**src/rtl/mac_reduce_pkg.sv**
```systemverilog
// -----------------------------------------------------------------------------
// mac_reduce_pkg
// Shared constants, FIFO entry type and quantizer for mac_tile_reducer.
//
// Optional build macro: REDUCER_SAT_EN
//   defined   -> quantize() saturates to the signed DATA_WIDTH range
//   undefined -> quantize() keeps the low DATA_WIDTH bits (wraps)
// -----------------------------------------------------------------------------
package mac_reduce_pkg;

  localparam int TILE_SIZE  = 4;
  localparam int ACC_WIDTH  = 32;
  localparam int DATA_WIDTH = 16;
  localparam int FRAC_BITS  = 8;
  localparam int COL_BLOCKS = 64;
  localparam int ROW_TILES  = 64;

  // Row sum of TILE_SIZE elements, then COL_BLOCKS of those: widths grow
  // just enough that neither stage can overflow.
  localparam int SUM_W = ACC_WIDTH + $clog2(TILE_SIZE);
  localparam int ACC_W = SUM_W + $clog2(COL_BLOCKS);
  localparam int IDX_W = $clog2(ROW_TILES);
  localparam int CNT_W = $clog2(COL_BLOCKS);

  typedef struct packed {
    logic [TILE_SIZE*DATA_WIDTH-1:0] vec;
    logic [IDX_W-1:0]                idx;
  } fifo_entry_t;

`ifdef REDUCER_SAT_EN
  localparam logic signed [ACC_W-1:0] Q_MAX = ACC_W'(2**(DATA_WIDTH-1) - 1);
  // Bitwise inverse of 0..0111..1 is 1..1000..0, i.e. -2^(DATA_WIDTH-1).
  localparam logic signed [ACC_W-1:0] Q_MIN = ~Q_MAX;
`endif

  // Floor-shift by FRAC_BITS, then narrow to DATA_WIDTH.
  function automatic logic [DATA_WIDTH-1:0] quantize(input logic signed [ACC_W-1:0] total);
`ifdef REDUCER_SAT_EN
    logic signed [ACC_W-1:0] shifted;
    shifted = total >>> FRAC_BITS;
    if (shifted > Q_MAX)      quantize = Q_MAX[DATA_WIDTH-1:0];
    else if (shifted < Q_MIN) quantize = Q_MIN[DATA_WIDTH-1:0];
    else                      quantize = shifted[DATA_WIDTH-1:0];
`else
    quantize = DATA_WIDTH'(total >>> FRAC_BITS);
`endif
  endfunction

endpackage

```
**src/rtl/reducer_out_fifo.sv**
```systemverilog
// -----------------------------------------------------------------------------
// reducer_out_fifo
// Two-entry output FIFO for reduced vectors.
//
// Handshake: the head is transferred on every edge where valid && ready are
// both high; valid never depends on ready, and head stays stable while valid
// is high and ready is low.
//
// Ports:
//   clk, rst_n   clock, asynchronous active-low reset
//   clear        synchronous flush (empties FIFO, zeroes storage)
//   push         write push_data this cycle
//   push_data    entry to store
//   ready        downstream accepts the head
//   valid        head holds a valid entry
//   head         oldest entry
//   drop         push was refused because the FIFO was full and not popping
// -----------------------------------------------------------------------------
module reducer_out_fifo
  import mac_reduce_pkg::*;
(
  input  logic        clk,
  input  logic        rst_n,
  input  logic        clear,
  input  logic        push,
  input  fifo_entry_t push_data,
  input  logic        ready,
  output logic        valid,
  output fifo_entry_t head,
  output logic        drop
);

  fifo_entry_t mem [2];
  logic        wr_ptr;
  logic        rd_ptr;
  logic [1:0]  count;
  logic        full;
  logic        do_pop;
  logic        do_push;

  assign valid   = (count != 2'd0);
  assign full    = (count == 2'd2);
  assign head    = mem[rd_ptr];
  assign do_pop  = valid && ready;
  // A pop in the same cycle frees the head slot, so a full FIFO can still
  // take the new entry (wr_ptr == rd_ptr when full; old head is read out first).
  assign do_push = push && (!full || do_pop);
  assign drop    = push && !do_push;

  always_ff @(posedge clk or negedge rst_n) begin
    if (!rst_n) begin
      mem[0] <= '0;
      mem[1] <= '0;
      wr_ptr <= 1'b0;
      rd_ptr <= 1'b0;
      count  <= 2'd0;
    end else if (clear) begin
      mem[0] <= '0;
      mem[1] <= '0;
      wr_ptr <= 1'b0;
      rd_ptr <= 1'b0;
      count  <= 2'd0;
    end else begin
      if (do_push) begin
        mem[wr_ptr] <= push_data;
        wr_ptr      <= ~wr_ptr;
      end
      if (do_pop) rd_ptr <= ~rd_ptr;
      case ({do_push, do_pop})
        2'b10:   count <= count + 2'd1;
        2'b01:   count <= count - 2'd1;
        default: count <= count;
      endcase
    end
  end

endmodule

```
**src/rtl/mac_tile_reducer.sv**
```systemverilog
// -----------------------------------------------------------------------------
// mac_tile_reducer
// Sums the rows of each incoming 4x4 MAC partial tile, accumulates the row sums
// over COL_BLOCKS beats, quantizes the result and queues it in a 2-entry FIFO.
// Also checks the compute pipeline's done_tile pulse against its own beat count.
//
// Optional build macro: REDUCER_SAT_EN (saturating quantization; default wraps).
//
// Ports:
//   clk, rst_n     clock, asynchronous active-low reset
//   mac_mode       compute pipeline is in MAC mode; low aborts a partial tile
//   clear          synchronous soft clear, highest priority
//   res_valid      tile beat present
//   res_tile       flattened tile, element [i][j] at (i*TILE_SIZE+j)*ACC_WIDTH
//   done_tile      tile-complete pulse to cross-check
//   out_valid      FIFO head valid
//   out_ready      downstream accepts head
//   out_vec        quantized lanes, lane i at i*DATA_WIDTH
//   out_idx        row-tile index of out_vec
//   err_overflow   sticky: vector dropped on full FIFO
//   err_sync       sticky: done_tile disagreed with beat count
// -----------------------------------------------------------------------------
module mac_tile_reducer
  import mac_reduce_pkg::*;
(
  input  logic                                  clk,
  input  logic                                  rst_n,
  input  logic                                  mac_mode,
  input  logic                                  clear,
  input  logic                                  res_valid,
  input  logic [TILE_SIZE*TILE_SIZE*ACC_WIDTH-1:0] res_tile,
  input  logic                                  done_tile,
  output logic                                  out_valid,
  input  logic                                  out_ready,
  output logic [TILE_SIZE*DATA_WIDTH-1:0]       out_vec,
  output logic [IDX_W-1:0]                      out_idx,
  output logic                                  err_overflow,
  output logic                                  err_sync
);

  logic signed [SUM_W-1:0] rowsum    [TILE_SIZE];
  logic signed [SUM_W-1:0] s1_rowsum [TILE_SIZE];
  logic signed [ACC_W-1:0] acc       [TILE_SIZE];
  logic                    s1_valid;
  logic                    s1_last;
  logic [CNT_W-1:0]        beat_cnt;
  logic [IDX_W-1:0]        row_idx;
  logic                    beat_last;
  logic                    s2_push;
  fifo_entry_t             push_entry;
  fifo_entry_t             head;
  logic                    fifo_drop;

  // Stage-1 combinational row sums, each element sign-extended first.
  always_comb begin
    for (int i = 0; i < TILE_SIZE; i++) begin
      rowsum[i] = '0;
      for (int j = 0; j < TILE_SIZE; j++) begin
        rowsum[i] = rowsum[i]
                  + SUM_W'(signed'(res_tile[(i*TILE_SIZE+j)*ACC_WIDTH +: ACC_WIDTH]));
      end
    end
  end

  assign beat_last = (beat_cnt == CNT_W'(COL_BLOCKS-1));
  assign s2_push   = s1_valid && s1_last;

  // Final total for a last beat is acc plus the beat still in stage 1.
  always_comb begin
    push_entry = '0;
    for (int i = 0; i < TILE_SIZE; i++) begin
      push_entry.vec[i*DATA_WIDTH +: DATA_WIDTH] = quantize(acc[i] + ACC_W'(s1_rowsum[i]));
    end
    push_entry.idx = row_idx;
  end

  always_ff @(posedge clk or negedge rst_n) begin
    if (!rst_n) begin
      beat_cnt     <= '0;
      s1_valid     <= 1'b0;
      s1_last      <= 1'b0;
      row_idx      <= '0;
      err_overflow <= 1'b0;
      err_sync     <= 1'b0;
      for (int i = 0; i < TILE_SIZE; i++) begin
        s1_rowsum[i] <= '0;
        acc[i]       <= '0;
      end
    end else if (clear) begin
      beat_cnt     <= '0;
      s1_valid     <= 1'b0;
      s1_last      <= 1'b0;
      row_idx      <= '0;
      err_overflow <= 1'b0;
      err_sync     <= 1'b0;
      for (int i = 0; i < TILE_SIZE; i++) begin
        s1_rowsum[i] <= '0;
        acc[i]       <= '0;
      end
    end else begin
      // Stage 1: leaving MAC mode abandons any partial tile.
      if (!mac_mode) begin
        beat_cnt <= '0;
        s1_valid <= 1'b0;
      end else begin
        s1_valid <= res_valid;
        if (res_valid) begin
          s1_last  <= beat_last;
          beat_cnt <= beat_last ? '0 : beat_cnt + CNT_W'(1);
          for (int i = 0; i < TILE_SIZE; i++) s1_rowsum[i] <= rowsum[i];
        end
      end

      // Stage 2: a fully sampled tile still completes even if mac_mode has
      // just dropped; otherwise a mode drop discards the partial sums.
      if (s2_push) begin
        for (int i = 0; i < TILE_SIZE; i++) acc[i] <= '0;
        row_idx <= (row_idx == IDX_W'(ROW_TILES-1)) ? '0 : row_idx + IDX_W'(1);
      end else if (!mac_mode) begin
        for (int i = 0; i < TILE_SIZE; i++) acc[i] <= '0;
      end else if (s1_valid) begin
        for (int i = 0; i < TILE_SIZE; i++) acc[i] <= acc[i] + ACC_W'(s1_rowsum[i]);
      end

      if (fifo_drop) err_overflow <= 1'b1;
      // done_tile must coincide exactly with a last beat sitting in stage 1.
      if (done_tile != s2_push) err_sync <= 1'b1;
    end
  end

  reducer_out_fifo u_fifo (
    .clk       (clk),
    .rst_n     (rst_n),
    .clear     (clear),
    .push      (s2_push),
    .push_data (push_entry),
    .ready     (out_ready),
    .valid     (out_valid),
    .head      (head),
    .drop      (fifo_drop)
  );

  assign out_vec = head.vec;
  assign out_idx = head.idx;

endmodule

```
**config.mk**
```make
export PLATFORM = sky130hd
export DESIGN_NAME = mac_tile_reducer
export DESIGN_NICKNAME = d
export VERILOG_FILES = /design/src/rtl/mac_reduce_pkg.sv /design/src/rtl/reducer_out_fifo.sv /design/src/rtl/mac_tile_reducer.sv
export SDC_FILE = /design/constraint.sdc
export NUM_CORES = 1
export LEC_CHECK = 0
export ABC_CLOCK_PERIOD_IN_PS = 3900
export BUFFER_PORTS_ARGS = -buffer_cell sky130_fd_sc_hd__buf_2
export CORE_MARGIN = 5
export CORE_UTILIZATION = 56
export CTS_CLUSTER_DIAMETER = 50
export DETAILED_ROUTE_END_ITERATION = 10
export PLACE_DENSITY = 0.82
export SYNTH_ARGS = -nofsm -noshare
export SYNTH_HDL_FRONTEND = slang
export SYNTH_SLANG_ARGS = --single-unit
```
**constraint.sdc**
```tcl
create_clock -name clk -period 3.9 [get_ports clk]
set_clock_uncertainty 0.2 [all_clocks]
set_input_delay 0.585 -clock clk [delete_from_list [all_inputs] [get_ports clk]]
set_output_delay 0.585 -clock clk [all_outputs]
set_load 0.05 [all_outputs]
```
; ---- Word level (Yosys, flattened, before mapping)
; Cells that the tools add are included.
[totals]
output_inout_bits = 73
inputBits = 519
regBits = 456
[op_classes]
bitwise_logic = 4
n_lt_le_gt_ge = 3
n_eq_ne = 8
mux = 37
reduce_logical = 18
addsub = 20
[ops]
columns = cell, n
row1 = 2-to-1 mux 160 bit, 4
row2 = 2-to-1 mux 136 bit, 3
row3 = 2-to-1 mux 140 bit, 2
row4 = 2-to-1 mux 70 bit, 4
row5 = adder 40 x 34 -> 40 bit, 4
row6 = bitwise mux 140 bit, 1
row7 = adder 33 x 32 -> 34 bit, 4
row8 = adder 34 x 32 -> 34 bit, 4
row9 = adder 32 x 32 -> 33 bit, 4
row10 = demux 70 bit (select 1 bit), 1
row11 = 2-to-1 mux 6 bit, 7
row12 = nonzero test 2 bit, 8
row13 = 2-to-1 mux 1 bit, 13
row14 = adder 6 x 1 -> 6 bit (second input constant), 2
row15 = equality test 6 bit (second input constant), 2
row16 = logical AND 1 bit, 5
row17 = equality test 2 bit (second input constant), 2
row18 = greater-or-equal comparator 2 bit (second input constant), 2
row19 = inequality test 4 x 1 -> 1 bit (second input constant), 1
row20 = inverter 1 -> 2 bit, 2
row21 = case mux 2 bit (2 select lines), 1
row22 = inequality test 3 x 1 -> 1 bit (second input constant), 1
row23 = nonzero test 3 bit, 1
row24 = adder 2 x 1 -> 2 bit (second input constant), 1
row25 = other kinds (9), 11

; ---- Logic depth before layout (Yosys ltp)
[depth]
ltp_word = 8
depth_mapped = 16
ltp_nobuf = 16

; ---- By module
; A second synthesis with hierarchy kept.
[unflattened]
cells_unflattened = 3016
area_unflattened_um2 = 28294.6
[modules_own_cells]
columns = mod, area_each_um2, n_inst, cells_each
row1 = mac_tile_reducer, 22282.6, 1, 2596
row2 = reducer_out_fifo, 6012.0, 1, 420

; ---- Least setup slack after synthesis
; Ideal clock, no wire load.
[synth_timing]
path_type = in2reg
startpoint = input res_tile[257]
endpoint = register s1_rowsum[57] in the netlist's numbering
slack_ns = -0.486
stages = 16
t_required_ns = 3.570
arrival_ns = 4.055
setup_time_ns = 0.130
cell_sequence = inv_1 fa_1 fa_1 inv_1 ha_1 fa_1 a21o_1 a21oi_2 o21bai_1 a2111oi_2 o31ai_1 a21o_1 a211o_1 a21oi_1 xnor2_1 o21ai_1
[synth_between]
elab_chain_cells = 6
[synth_lines]
columns = item, line_no
row1 = start: declaration, mac_tile_reducer.sv:31  ; input logic [TILE_SIZE*TILE_SIZE*ACC_WIDTH-1:0] res_tile,
row2 = adder 32 x 32 -> 33 bit, mac_tile_reducer.sv:60  ; + SUM_W'(signed'(res_tile[(i*TILE_SIZE+j)*ACC_WIDTH +: ACC_WIDTH]));
row3 = adder 33 x 32 -> 34 bit, mac_tile_reducer.sv:60
row4 = adder 34 x 32 -> 34 bit, mac_tile_reducer.sv:60
row5 = 2-to-1 mux 136 bit, mac_tile_reducer.sv:107  ; if (res_valid) begin
row6 = 2-to-1 mux 136 bit, mac_tile_reducer.sv:102  ; if (!mac_mode) begin
row7 = 2-to-1 mux 136 bit, mac_tile_reducer.sv:89  ; end else if (clear) begin
row8 = end signal: indexed assignment, mac_tile_reducer.sv:86  ; s1_rowsum[i] <= '0;
row9 = end signal: indexed assignment, mac_tile_reducer.sv:97  ; s1_rowsum[i] <= '0;
row10 = end: declaration, mac_tile_reducer.sv:42  ; logic signed [SUM_W-1:0] s1_rowsum [TILE_SIZE];
; No other way between the ends. The select of a mux whose other input is x is not followed.
; A chain may end at the register's enable or synchronous reset.

; ---- Final worst setup path
[layout_timing]
startpoint = input res_tile[321]
endpoint = register s1_rowsum[57] in the netlist's numbering
[layout_between]
elab_chain_cells = 5
[layout_lines]
columns = item, line_no
row1 = adder 33 x 32 -> 34 bit, mac_tile_reducer.sv:60
row2 = adder 34 x 32 -> 34 bit, mac_tile_reducer.sv:60
row3 = 2-to-1 mux 136 bit, mac_tile_reducer.sv:107
row4 = 2-to-1 mux 136 bit, mac_tile_reducer.sv:102
row5 = 2-to-1 mux 136 bit, mac_tile_reducer.sv:89
; No other way between the ends. The select of a mux whose other input is x is not followed.

==> flow_metrics.py <==
metrics = {
    "layout": {
        "multiInputGateArea_um2": 16370,
        "drive_gt1_share_pct": 24.28,
        "fill_cells": 3854,
        "nNetsFinal": 4329,
        "fin_util_pct": 67.97,
        "antenna_cells": 0,
        "register_area_um2": 8812,
        "area_growth_pct": 20.99,
    },
    "grt": {
        "grt_first_pass_wirelength_um": 112200,
        "grt_pass1_vias": 22984,
        "grt_max_degree": 114,
        "grt_usage_pct": 25.15,
        "grt-ovfl-total": 0,
        "antenna_found_initial": 2,
    },
    "timing": {
        "worst_slew_pin_slew_ns": 1.278,
        "finalSetupViolCount": 0,
        "finalCritPeriodShare_pct": 98.17,
        "hold_viol": 0,
        "rsz0062_at_grt": "true",
        "period_needed_ns": 3.828,
        "slew_violations": 0,
        "max_freq_mhz": 261.2,
        "relSlewSlack_pct": 14.62,
    },
    "critical_path": {
        "cp.required_ns": 4.08,
        "cp-end-kind": "register",
        "max_stage_delay_ns": 0.53,
        "worst-setup-path-type": "input port to register",
        "reg2reg_depth": 12,
        "cp_max_fo": 3,
        "slowest_stage": "fa_1",
        "critPathLaunch": "res_tile[321]",
        "cp-start-kind": "input port",
        "regToRegEndpoint": "acc[102]$_DFFE_PN0P_",
        "crit_family": "compound AO/OA/AOI/OAI gates",
        "rrSetupSlack_ns": 0.36,
        "crit_buf_inv": 3,
        "reg2reg_from": "s1_rowsum[68]$_DFFE_PN0P_",
        "cp.arrival_ns": 4.01,
        "path_cells": "buf_4 -> inv_8 -> fa_1 -> fa_1 -> inv_2 -> ha_4 -> fa_2 -> a21o_1 -> a21oi_2 -> o21bai_2 -> a2111oi_4 -> o31ai_2 -> a21o_1 -> a211o_1 -> a21oi_2 -> xnor2_1 -> o21ai_1",
    },
    "floorplan": {
        "fp.dieW_um": 230.9,
        "rows": 81,
        "die_h_um": 230.9,
        "die_area_um2": 53320,
        "start_util_pct": 56.18,
        "core_um2": 48650,
        "pin_count": 592,
    },
    "worst_hold_path": {
        "hold_path.class": "input port to register",
        "whs_path_depth": 3,
        "min_from": "out_ready",
        "min_to": "u_fifo.count[0]$_DFFE_PN0P_",
    },
    "clocking": {
        "clk_pin_slew_worst_paths_ns": 0.06,
        "clk_latency_ns": 0.54,
        "cts_tree": "done",
        "clock-root-buffer": "clkbuf_16",
        "ctsLongestPathBuffers": 3,
        "htree_levels": 2,
        "cts_buffers": 41,
        "clock-sinks": 352,
    },
    "run_status": {
        "status": "completed",
    },
    "detailed_routing": {
        "vias": 22378,
        "via_per_inst": 5.471,
        "dr.pass1.iters": 5,
        "wirelength_um": 67090,
        "route.detailed.drc": 0,
        "drt_iter0_drc": 1169,
        "wire_per_inst_um": 16.40,
        "drtAntennaViolNets": 0,
    },
    "power": {
        "power.density_nw_per_um2": 416.0,
        "power.total_w": 0.01375,
        "p_leak_nw": 18.16,
        "ir_drop_uv": 312.7,
    },
    "synthesis": {
        "synth_edf_count": 0,
        "ys_top_cells_by_area": "dfrtp_1 (32%), fa_1 (14%), ha_1 (8.5%)",
        "ys_warn_count": 0,
        "synth_top_flop_cell": "dfrtp_1",
        "synth_top_area_cell": "dfrtp_1",
        "synth_area_um2": 27330,
        "synth_common_cells": "inv_1 (557), dfrtp_1 (352), nand2_1 (197), a22o_1 (194), fa_1 (188)",
        "postSynth.asyncResetShare_pct": 100.0,
        "synth_top_area_share_pct": 32.23,
        "synth.avg_cell_area_um2": 9.493,
        "ys_seq_area_share_pct": 32.23,
        "synth-seq-cells": 352,
        "ys_types": 72,
        "synthMostInstantiatedCell": "inv_1",
        "netlist_instances": 2879,
        "synth_fp_nets": 3772,
    },
    "placement": {
        "gp_congestion": 0.9111,
        "portBuffers": 463,
        "dpl.hpwl_um": 50950,
    },
    "flow_run": {
        "drv_cap": 0,
    },
}
## worst max-delay path by stage
stage | end | slack (ns) | depth (start not counted)
floorplan | s1_rowsum[57]$_DFFE_PN0P_ | -0.31 | 16
global placement | s1_rowsum[57]$_DFFE_PN0P_ | -0.59 | 17
detailed placement | s1_rowsum[57]$_DFFE_PN0P_ | -0.70 | 17
CTS | s1_rowsum[57]$_DFFE_PN0P_ | 0.001 | 17
global route | s1_rowsum[23]$_DFFE_PN0P_ | -0.10 | 17
finish | s1_rowsum[57]$_DFFE_PN0P_ | 0.07 | 17
## sequential cells by signal, summed over array words and instances, names as in the netlist
| name | count |
|---|---|
| beat_cnt | 6 |
| u_fifo.wr_ptr | 1 |
| u_fifo.rd_ptr | 1 |
| s1_valid | 1 |
| u_fifo.mem | 140 |
| s1_last | 1 |
| row_idx | 6 |
| acc | 96 |
| u_fifo.count | 2 |
| err_overflow | 1 |
| err_sync | 1 |
| s1_rowsum | 96 |
## power breakdown
group          leakage [nW]  total (W)  internal (W)  switching [W]
Clock                 0.729    0.00407       0.00252        0.00156
Sequential             4.88    0.00402       0.00386       0.000161
Combinational          12.6    0.00566       0.00269        0.00297
Total                  18.2     0.0138       0.00906        0.00469
## through the flow
step	cells	area, µm²	hold WS (ns)	TNS [ns]	setup slack (ns)
final	4090	33070	0.1818	0	0.07153
after global routing	4090	33070	0.1755	-0.5712	-0.1035
after CTS	4081	32890	0.1510	0	0.001266
after detailed placement	4002	31370	0.2645	-14.64	-0.6983
after global placement	4002	31370	0.2559	-11.39	-0.5869
after floorplan	2879	27500	0.08941	-0.9062	-0.3083
## layout make-up
class	count	area share [%]
clock buffers	52	3.598
clock inverters	23	0.8589
well taps	622	2.354
repair buffers	607	10.63
multi-input cells	1877	49.49
flip-flops and latches	352	26.65
inverters	557	6.414
## logic make-up after synthesis
| kind of cell | synth area share, % |
|---|---|
| AOI/OAI and AO/OA | 19.98 |
| adders and majority gates | 22.29 |
| and+or+nand+nor | 7.499 |
| DFF | 32.23 |
| xor gates and xnor gates | 6.116 |
| buffers and inverters | 8.932 |
| muxes | 2.957 |
## worst min-delay path, cell delays in order
cell and delay, ns:
buf_2 0.12, nand2_1 0.06, a311oi_1 0.09
## layout by cell type (no fill, tap or decap), drive strengths merged, types with 19 or more instances in the layout
cell type / synthesis / final
o21ai: 202 / 202
a21o: 79 / 79
buf: 9 / 606
dfrtp: 352 / 352
mux2: 70 / 70
nand2: 197 / 197
a31oi: 19 / 19
xor2: 80 / 80
fa: 188 / 188
xnor2: 110 / 110
nand2b: 20 / 20
nand3: 32 / 32
inv: 557 / 562
o21bai: 30 / 30
a22o: 194 / 194
ha: 186 / 186
nor2: 94 / 94
a21oi: 160 / 160
clkbuf: 84 / 52
## repair_timing
item	4_1_cts	5_1_grt
hold buffers	1	0
setup buffers	3	9
endpoints found under the setup margin	2	18
resized for setup	3	25
pin swaps	12	34
endpoints found under the hold margin	49	0
## routing by layer
metal,vias up,part of all wire (%),global-route usage (%)
li1,10776,-,-
met3,102,4.8,3.776
met1,10965,45,35.09
met4,4,1.9,5.126
met2,531,48,42.39
met5,-,0.040,0
Power figures use the tool's default switching activity.
